`config.mk`:
```
export PLATFORM = sky130hd
export DESIGN_NAME = cardinal_nic
export DESIGN_NICKNAME = d
export VERILOG_FILES = /design/src/rtl/cardinal_nic.sv
export SDC_FILE = /design/constraint.sdc
export NUM_CORES = 1
export LEC_CHECK = 0
export ABC_AREA = 1
export BUFFER_PORTS_ARGS = -buffer_cell sky130_fd_sc_hd__buf_2
export CORE_MARGIN = 2
export CORE_UTILIZATION = 49
export DETAILED_ROUTE_END_ITERATION = 16
export PLACE_DENSITY = 0.78
export RECOVER_POWER = 50
export SLEW_MARGIN = 15
export SYNTH_ARGS = -nofsm -noshare
export SYNTH_HDL_FRONTEND = slang
export SYNTH_SLANG_ARGS = --single-unit
```
`constraint.sdc`:
```
create_clock -name clk -period 1.4 [get_ports clk]
set_input_delay 0.21 -clock clk [delete_from_list [all_inputs] [get_ports clk]]
set_output_delay 0.21 -clock clk [all_outputs]
set_load 0.02 [all_outputs]
```
`src/rtl/cardinal_nic.sv`:
```
// cardinal_nic: CPU-facing network interface with one input and one output
// single-flit buffer, bridging the cpu NIC port to a ring router port.
// Bit order follows the codebase convention: bit 0 is the MSB.
//
// Handshake: the router may push a flit on any edge where net_si=1 and
// net_ri=1; the NIC pushes a flit on any edge where net_so=1, which already
// folds in the router's net_ro and the polarity/VC match, so the router
// consumes the flit at every edge where net_so is high.
module cardinal_nic #(
  parameter int DATA_WIDTH = 64,
  parameter int VC_BIT     = 0
) (
  input  logic                  clk,
  input  logic                  reset,
  input  logic [1:0]            addr,
  input  logic [0:DATA_WIDTH-1] d_in,
  output logic [0:DATA_WIDTH-1] d_out,
  input  logic                  nicEn,
  input  logic                  nicWrEn,
  input  logic                  net_si,
  output logic                  net_ri,
  input  logic [0:DATA_WIDTH-1] net_di,
  output logic                  net_so,
  input  logic                  net_ro,
  output logic [0:DATA_WIDTH-1] net_do,
  input  logic                  net_polarity
);

  localparam logic [1:0] ADDR_IBUF    = 2'b00;
  localparam logic [1:0] ADDR_ISTATUS = 2'b01;
  localparam logic [1:0] ADDR_OBUF    = 2'b10;
  localparam logic [1:0] ADDR_OSTATUS = 2'b11;

  logic [0:DATA_WIDTH-1] ibuf_q, ibuf_d;
  logic                  ibuf_full_q, ibuf_full_d;
  logic [0:DATA_WIDTH-1] obuf_q, obuf_d;
  logic                  obuf_full_q, obuf_full_d;
  logic [0:DATA_WIDTH-1] d_out_q, d_out_d;

  logic                  cpu_rd;
  logic                  cpu_wr;
  logic [0:DATA_WIDTH-1] istatus;
  logic [0:DATA_WIDTH-1] ostatus;

  assign cpu_rd = nicEn & ~nicWrEn;
  assign cpu_wr = nicEn & nicWrEn;

  assign d_out  = d_out_q;
  assign net_ri = ~ibuf_full_q;
  assign net_do = obuf_q;
  // Only inject when the flit's VC matches the VC the ring is currently on.
  assign net_so = obuf_full_q & net_ro & (net_polarity == obuf_q[VC_BIT]);

  // Status words carry the full flag in the last (least significant) bit.
  always_comb begin
    istatus = '0;
    ostatus = '0;
    istatus[DATA_WIDTH-1] = ibuf_full_q;
    ostatus[DATA_WIDTH-1] = obuf_full_q;
  end

  // Next-state for cpu reads/writes and both router channels.
  always_comb begin
    ibuf_d      = ibuf_q;
    ibuf_full_d = ibuf_full_q;
    obuf_d      = obuf_q;
    obuf_full_d = obuf_full_q;
    d_out_d     = d_out_q;

    if (cpu_rd) begin
      case (addr)
        ADDR_IBUF: begin
          d_out_d     = ibuf_q;
          ibuf_full_d = 1'b0;
        end
        ADDR_ISTATUS: d_out_d = istatus;
        ADDR_OBUF:    d_out_d = obuf_q;
        ADDR_OSTATUS: d_out_d = ostatus;
        default:      d_out_d = d_out_q;
      endcase
    end

    // Accept only while empty; a strobe against a full buffer is dropped.
    // A read-clear and an accept cannot coincide: accept needs the flag low.
    if (net_si && net_ri) begin
      ibuf_d      = net_di;
      ibuf_full_d = 1'b1;
    end

    // A write to a full obuf is dropped even if that flit leaves this edge.
    if (cpu_wr && (addr == ADDR_OBUF) && !obuf_full_q) begin
      obuf_d      = d_in;
      obuf_full_d = 1'b1;
    end else if (net_so) begin
      obuf_full_d = 1'b0;
    end
  end

  // State registers; reset overrides any simultaneous transfer.
  always_ff @(posedge clk) begin
    if (reset) begin
      ibuf_q      <= '0;
      ibuf_full_q <= 1'b0;
      obuf_q      <= '0;
      obuf_full_q <= 1'b0;
      d_out_q     <= '0;
    end else begin
      ibuf_q      <= ibuf_d;
      ibuf_full_q <= ibuf_full_d;
      obuf_q      <= obuf_d;
      obuf_full_q <= obuf_full_d;
      d_out_q     <= d_out_d;
    end
  end

endmodule

```
## After elaboration in Yosys (flattened, before gate mapping)

Cells that the tools add are included.

- Register bits after elaboration: 194
- Bits in latches: 0
- Memory bits (writable): 0
- ROM bits: 0
- Input port bits: 137
- Output and inout port bits: 130
- Word-level logic and storage cells: 30
- Memories kept: 0

- Add/subtract/negate cells: 0
- Multipliers: 0
- Divide/modulo/power cells: 0
- Magnitude comparators: 0
- Eq/ne operators: 4
- Shift operators: 0
- Muxes and demuxes: 6
- Bitwise gates (word level): 6
- Reductions and logical operators: 9

Operators by type and width:

| cell | number |
|---|---|
| 64-bit case mux with 4 select lines | 1 |
| 2-bit nonzero test | 3 |
| 1-bit 2-to-1 mux | 5 |
| 1-bit bitwise AND | 4 |
| 2-bit == test, second input constant | 2 |
| 1-bit logical AND | 3 |
| 2-bit by 1-bit == test with 1-bit output, second input constant | 1 |
| 2-bit logical NOT | 1 |
| 1-bit NOT | 2 |
| 2-bit AND reduction | 1 |
| 1-bit == test | 1 |
| 1-bit logical NOT | 1 |

## Logic depth before layout (Yosys ltp)

- Depth after elaboration: 4
- Gate-level depth with buffers: 8
- Mapped depth without buffers: 6

## Worst setup path after synthesis

OpenSTA, ideal clock, no wires.

- Path type: flip-flop to flip-flop
- From: register ibuf_full_q
- To: register ibuf_q[1] (netlist bit)
- Arrival: 1.011 ns
- Required time: 1.284 ns
- Setup slack: 0.274 ns
- Cell stages (with the launch flop): 7
- Path buffers: 2
- Clock period less this slack: 1.126 ns
- Cells stage by stage: dfxtp_1 -> inv_2 -> nand2_1 -> buf_2 -> buf_2 -> o21ai_0 -> nor2_1

- Longest elaborated chain between the ends: 2

RTL lines:

| item | RTL line | source |
|---|---|---|
| start: declaration | 35 | `logic ibuf_full_q, ibuf_full_d;` |
| start signal: assignment | 109 | `ibuf_full_q <= ibuf_full_d;` |
| 1-bit NOT | 49 | `assign net_ri = ~ibuf_full_q;` |
| net net_ri | 21 | `output logic net_ri,` |
| 1-bit logical AND | 85 | `if (net_si && net_ri) begin` |
| end signal: assignment | 108 | `ibuf_q <= ibuf_d;` |
| end: declaration | 34 | `logic [0:DATA_WIDTH-1] ibuf_q, ibuf_d;` |

The timed path passes the listed nets, and every way through them passes these cells.
A chain may end at the register's enable or synchronous reset.

## Final worst setup path

- From: register obuf_full_q
- To: output port net_so

- Longest elaborated chain between the ends: 2

RTL lines:

| item | RTL line | source |
|---|---|---|
| start: declaration | 37 | `logic obuf_full_q, obuf_full_d;` |
| start signal: assignment | 111 | `obuf_full_q <= obuf_full_d;` |
| 1-bit bitwise AND (2 in a row) | 52 | `assign net_so = obuf_full_q & net_ro & (net_polarity == obuf_q[VC_BIT]);` |
| end: declaration | 23 | `output logic net_so,` |

Every way passes these cells.

==> results.sh <==
export IMPL_multiInputGateArea_mm2=0.00347
export IMPL_setup_repair_after_global_routing_missed_its_margin="true"
export IMPL_gr_usage_all_layers_pct=25.4
export IMPL_cpMostUsedCell="inv_2"
export IMPL_clk_latency_ps=430
export IMPL_grt_first_pass_wirelength_mm=36.0
export IMPL_crit_path_top_delay_cell="dfxtp_2"
export IMPL_cts_hold_repair_buffers=0
export IMPL_final_cell_count_no_fill=1667
export IMPL_powerDensity_mw_per_mm2=1210
export IMPL_cts_root_buf="clkbuf_16"
export IMPL_worstHoldPathType="in2reg"
export IMPL_period_share_pct=96.6
export IMPL_leakage_nw=4.85
export IMPL_timing_max_slew_rel_slack_pct=47.5
export IMPL_yosys_register_bits=194
export IMPL_area_taken_by_flip_flops_and_latches_mm2=0.00389
export IMPL_cts_buffers_inserted=17
export IMPL_synthesis_area_mm2=0.00800
export IMPL_critPathRequiredTime_ps=1190
export IMPL_die_width_um=132
export IMPL_cp_cell_sequence="nand2_1, inv_2, nand3_2, inv_2, buf_6"
export IMPL_port_buffer_count=266
export IMPL_final_setup_viol_count=0
export IMPL_crit_path_end_kind="primary output"
export IMPL_power_ir_vdd_worst_mv=0.880
export IMPL_post_dp_hpwl_mm=15.0
export IMPL_timing_reg2reg_worst_path_depth=8
export IMPL_netlist_top_cell_by_area="dfxtp_1"
export IMPL_routed_length_per_instance_um=13.8
export IMPL_timing_critical_path_max_delay_family="flip-flops"
export IMPL_ant_nets=0
export IMPL_synth_top_area_share_pct=48.6
export IMPL_drt_pass1_iter_count=5
export IMPL_setup_reg_to_reg_worst_slack_ps=90
export IMPL_remaining_drc_errors=0
export IMPL_run_status="finished, final reports clean"
export IMPL_gpl_final_weighted_congestion=0.805
export IMPL_finalHoldViolCount=0
export IMPL_async_reset_ff_share_pct=0
export IMPL_maxClockFrequency_mhz=739
export IMPL_die_area_mm2=0.0174
export IMPL_number_of_cells_on_the_worst_hold_path=3
export IMPL_num_rows=46
export IMPL_maximum_number_of_pins_on_one_net_before_global_route_repair=67
export IMPL_core_area_mm2=0.0159
export IMPL_synth_edff_count=0
export IMPL_postPlaceCellArea_mm2=0.00957
export IMPL_areaGrowthSynthToFinish_pct=27.1
export IMPL_drtIter0Drc=519
export IMPL_critical_path_reg2reg_endpoint="net_do[13]$_SDFFE_PP0P_"
export IMPL_floorplan_initialDensity_pct=50.2
export IMPL_cp_num_buf_inv=3
export IMPL_synthFlopType="dfxtp_1"
export IMPL_synthTopCellsByArea="dfxtp_1 (49%), nand2_1 (18%), nor2_1 (12%)"
export IMPL_num_vias=8167
export IMPL_critPathKind="reg2out"
export IMPL_cts_htree_levels=4
export IMPL_nets=1574
export IMPL_synthCells=1206
export IMPL_worst_hold_path_startpoint="net_di[51]"
export IMPL_global_route_overflow_total=0
export IMPL_clock_sink_count=194
export IMPL_timing_clock_skew_ps=9.75
export IMPL_timing_critical_path_fanout_max=3
export IMPL_first_global_vias=7355
export IMPL_antenna_found_initial=2
export IMPL_design_area_mm2=0.0102
export IMPL_period_needed_ps=1350
export IMPL_worst_setup_path_start_kind="flip-flop"
export IMPL_cpPeakStageDelay_ps=360
export IMPL_max_cap_violations=0
export IMPL_die_height_um=132
export IMPL_path_clk_slew_ps=70
export IMPL_drt_total_wl_mm=23.0
export IMPL_tightest_slew_ps=788
export IMPL_tritoncts="yes"
export IMPL_yosysSeqAreaShare_pct=48.6
export IMPL_synth_area_per_cell_um2=6.63
export IMPL_io_pins=267
export IMPL_ys_top_cells_by_count="nand2_1 (393), nor2_1 (259), dfxtp_1 (194)"
export IMPL_mappedNetlistNets=1343
export IMPL_synth_most_common_cell="nand2_1"
export IMPL_drive_gt1_share_pct=18.4
export IMPL_worstHoldEndpoint="ibuf_q[51]$_SDFFE_PP0P_"
export IMPL_timing_critical_path_arrival_ps=1140
export IMPL_timing_rr_start="obuf_full_q$_SDFFE_PP0P_"
export IMPL_count_of_final_max_slew_check_failures=0
export IMPL_yosys_warnings=0
export IMPL_vias_per_instance=4.90
export IMPL_synth_lib_cells_used_distinct=14
export IMPL_clk_path_buf_depth=2
export IMPL_layout_filler_cells=1522
export IMPL_post_place_cells=1628
-- where the power goes --
group          internal [W]  switching (W)  leakage [nW]
clock network       0.00295        0.00203         0.289
registers           0.00577       0.000148          1.59
logic              0.000516       0.000890          2.98
total               0.00923        0.00307          4.85
-- cells in the final DEF (no fill, tap or decap), drive strengths merged --
cell and n:
nand2 393, nor2 259, buf 219, dfxtp 194
clkbuf 99, inv 76, a21oi 67, nand3 67
o21ai 64, clkinv 5, bufinv 3, diode 2
clkinvlp 2, nor3 1
-- kinds of logic after synthesis --
logic type,count (synthesis),share of synthesized area [%]
compound gates,131,8.20
buf+inv,161,8.39
flops,194,48.6
simple gates,720,34.9
-- area by class of cell --
cell class	instances	share of cell area, %
flip-flops and latches	194	38.2
well taps	216	2.66
repair buffers	295	16.0
clock buffers	23	4.70
clock inverters	8	1.26
multi-input cells	851	34.2
diodes	2	0.0492
inverters	78	2.89
-- how the worst max path moves through the flow --
stage | start | endpoint | depth (start not counted)
2_1_floorplan | ibuf_full_q$_SDFFE_PP0P_ | ibuf_q[1]$_SDFFE_PP0P_ | 6
3_3_place_gp | obuf_full_q$_SDFFE_PP0P_ | net_do[32]$_SDFFE_PP0P_ | 7
3_5_place_dp | obuf_full_q$_SDFFE_PP0P_ | net_do[22]$_SDFFE_PP0P_ | 7
4_1_cts | obuf_full_q$_SDFFE_PP0P_ | net_so | 5
5_1_grt | obuf_full_q$_SDFFE_PP0P_ | net_so | 5
6_report | obuf_full_q$_SDFFE_PP0P_ | net_so | 5
-- flip-flops by register name, indices dropped and copies added (netlist names) --
| signal | cells |
|---|---|
| d_out | 64 |
| ibuf_q | 64 |
| net_do | 64 |
| ibuf_full_q | 1 |
| obuf_full_q | 1 |
-- layer usage --
| layer | global-route usage (%) | part of all wire [%] | vias up |
|---|---|---|---|
| met5 | 0 | 0 | - |
| met4 | 11.5 | 3.6 | 0 |
| met3 | 5.92 | 7.1 | 57 |
| met2 | 41.7 | 46 | 327 |
| met1 | 31.8 | 43 | 3611 |
| li1 | - | - | 4172 |
-- tightest hold or removal path: stages --
cell	delay (ps)
buf_2	70
o21ai_1	50
nor2_1	70
-- what timing repair did --
action,in CTS,in global routing
endpoints found under the setup margin,1,14
resized for setup,5,7
pin swaps,0,1
buffers inserted,2,2
cloned,0,2
endpoints found under the hold margin,0,0
-- metrics by stage --
step	setup TNS, ps	worst slack (ps)	hold slack, ps	utilization (%)	power, W
after floorplan	0	274	357	-	0.00687
after global placement	0	91.5	441	60.0	0.00742
after detailed placement	0	57.8	447	60.0	0.00744
after CTS	0	10.1	1.58	64.0	0.0124
after global routing	-25.4	-23.5	18.4	63.8	0.0128
final	0	47.1	14.0	63.8	0.0123
Power figures use the tool's default switching activity.
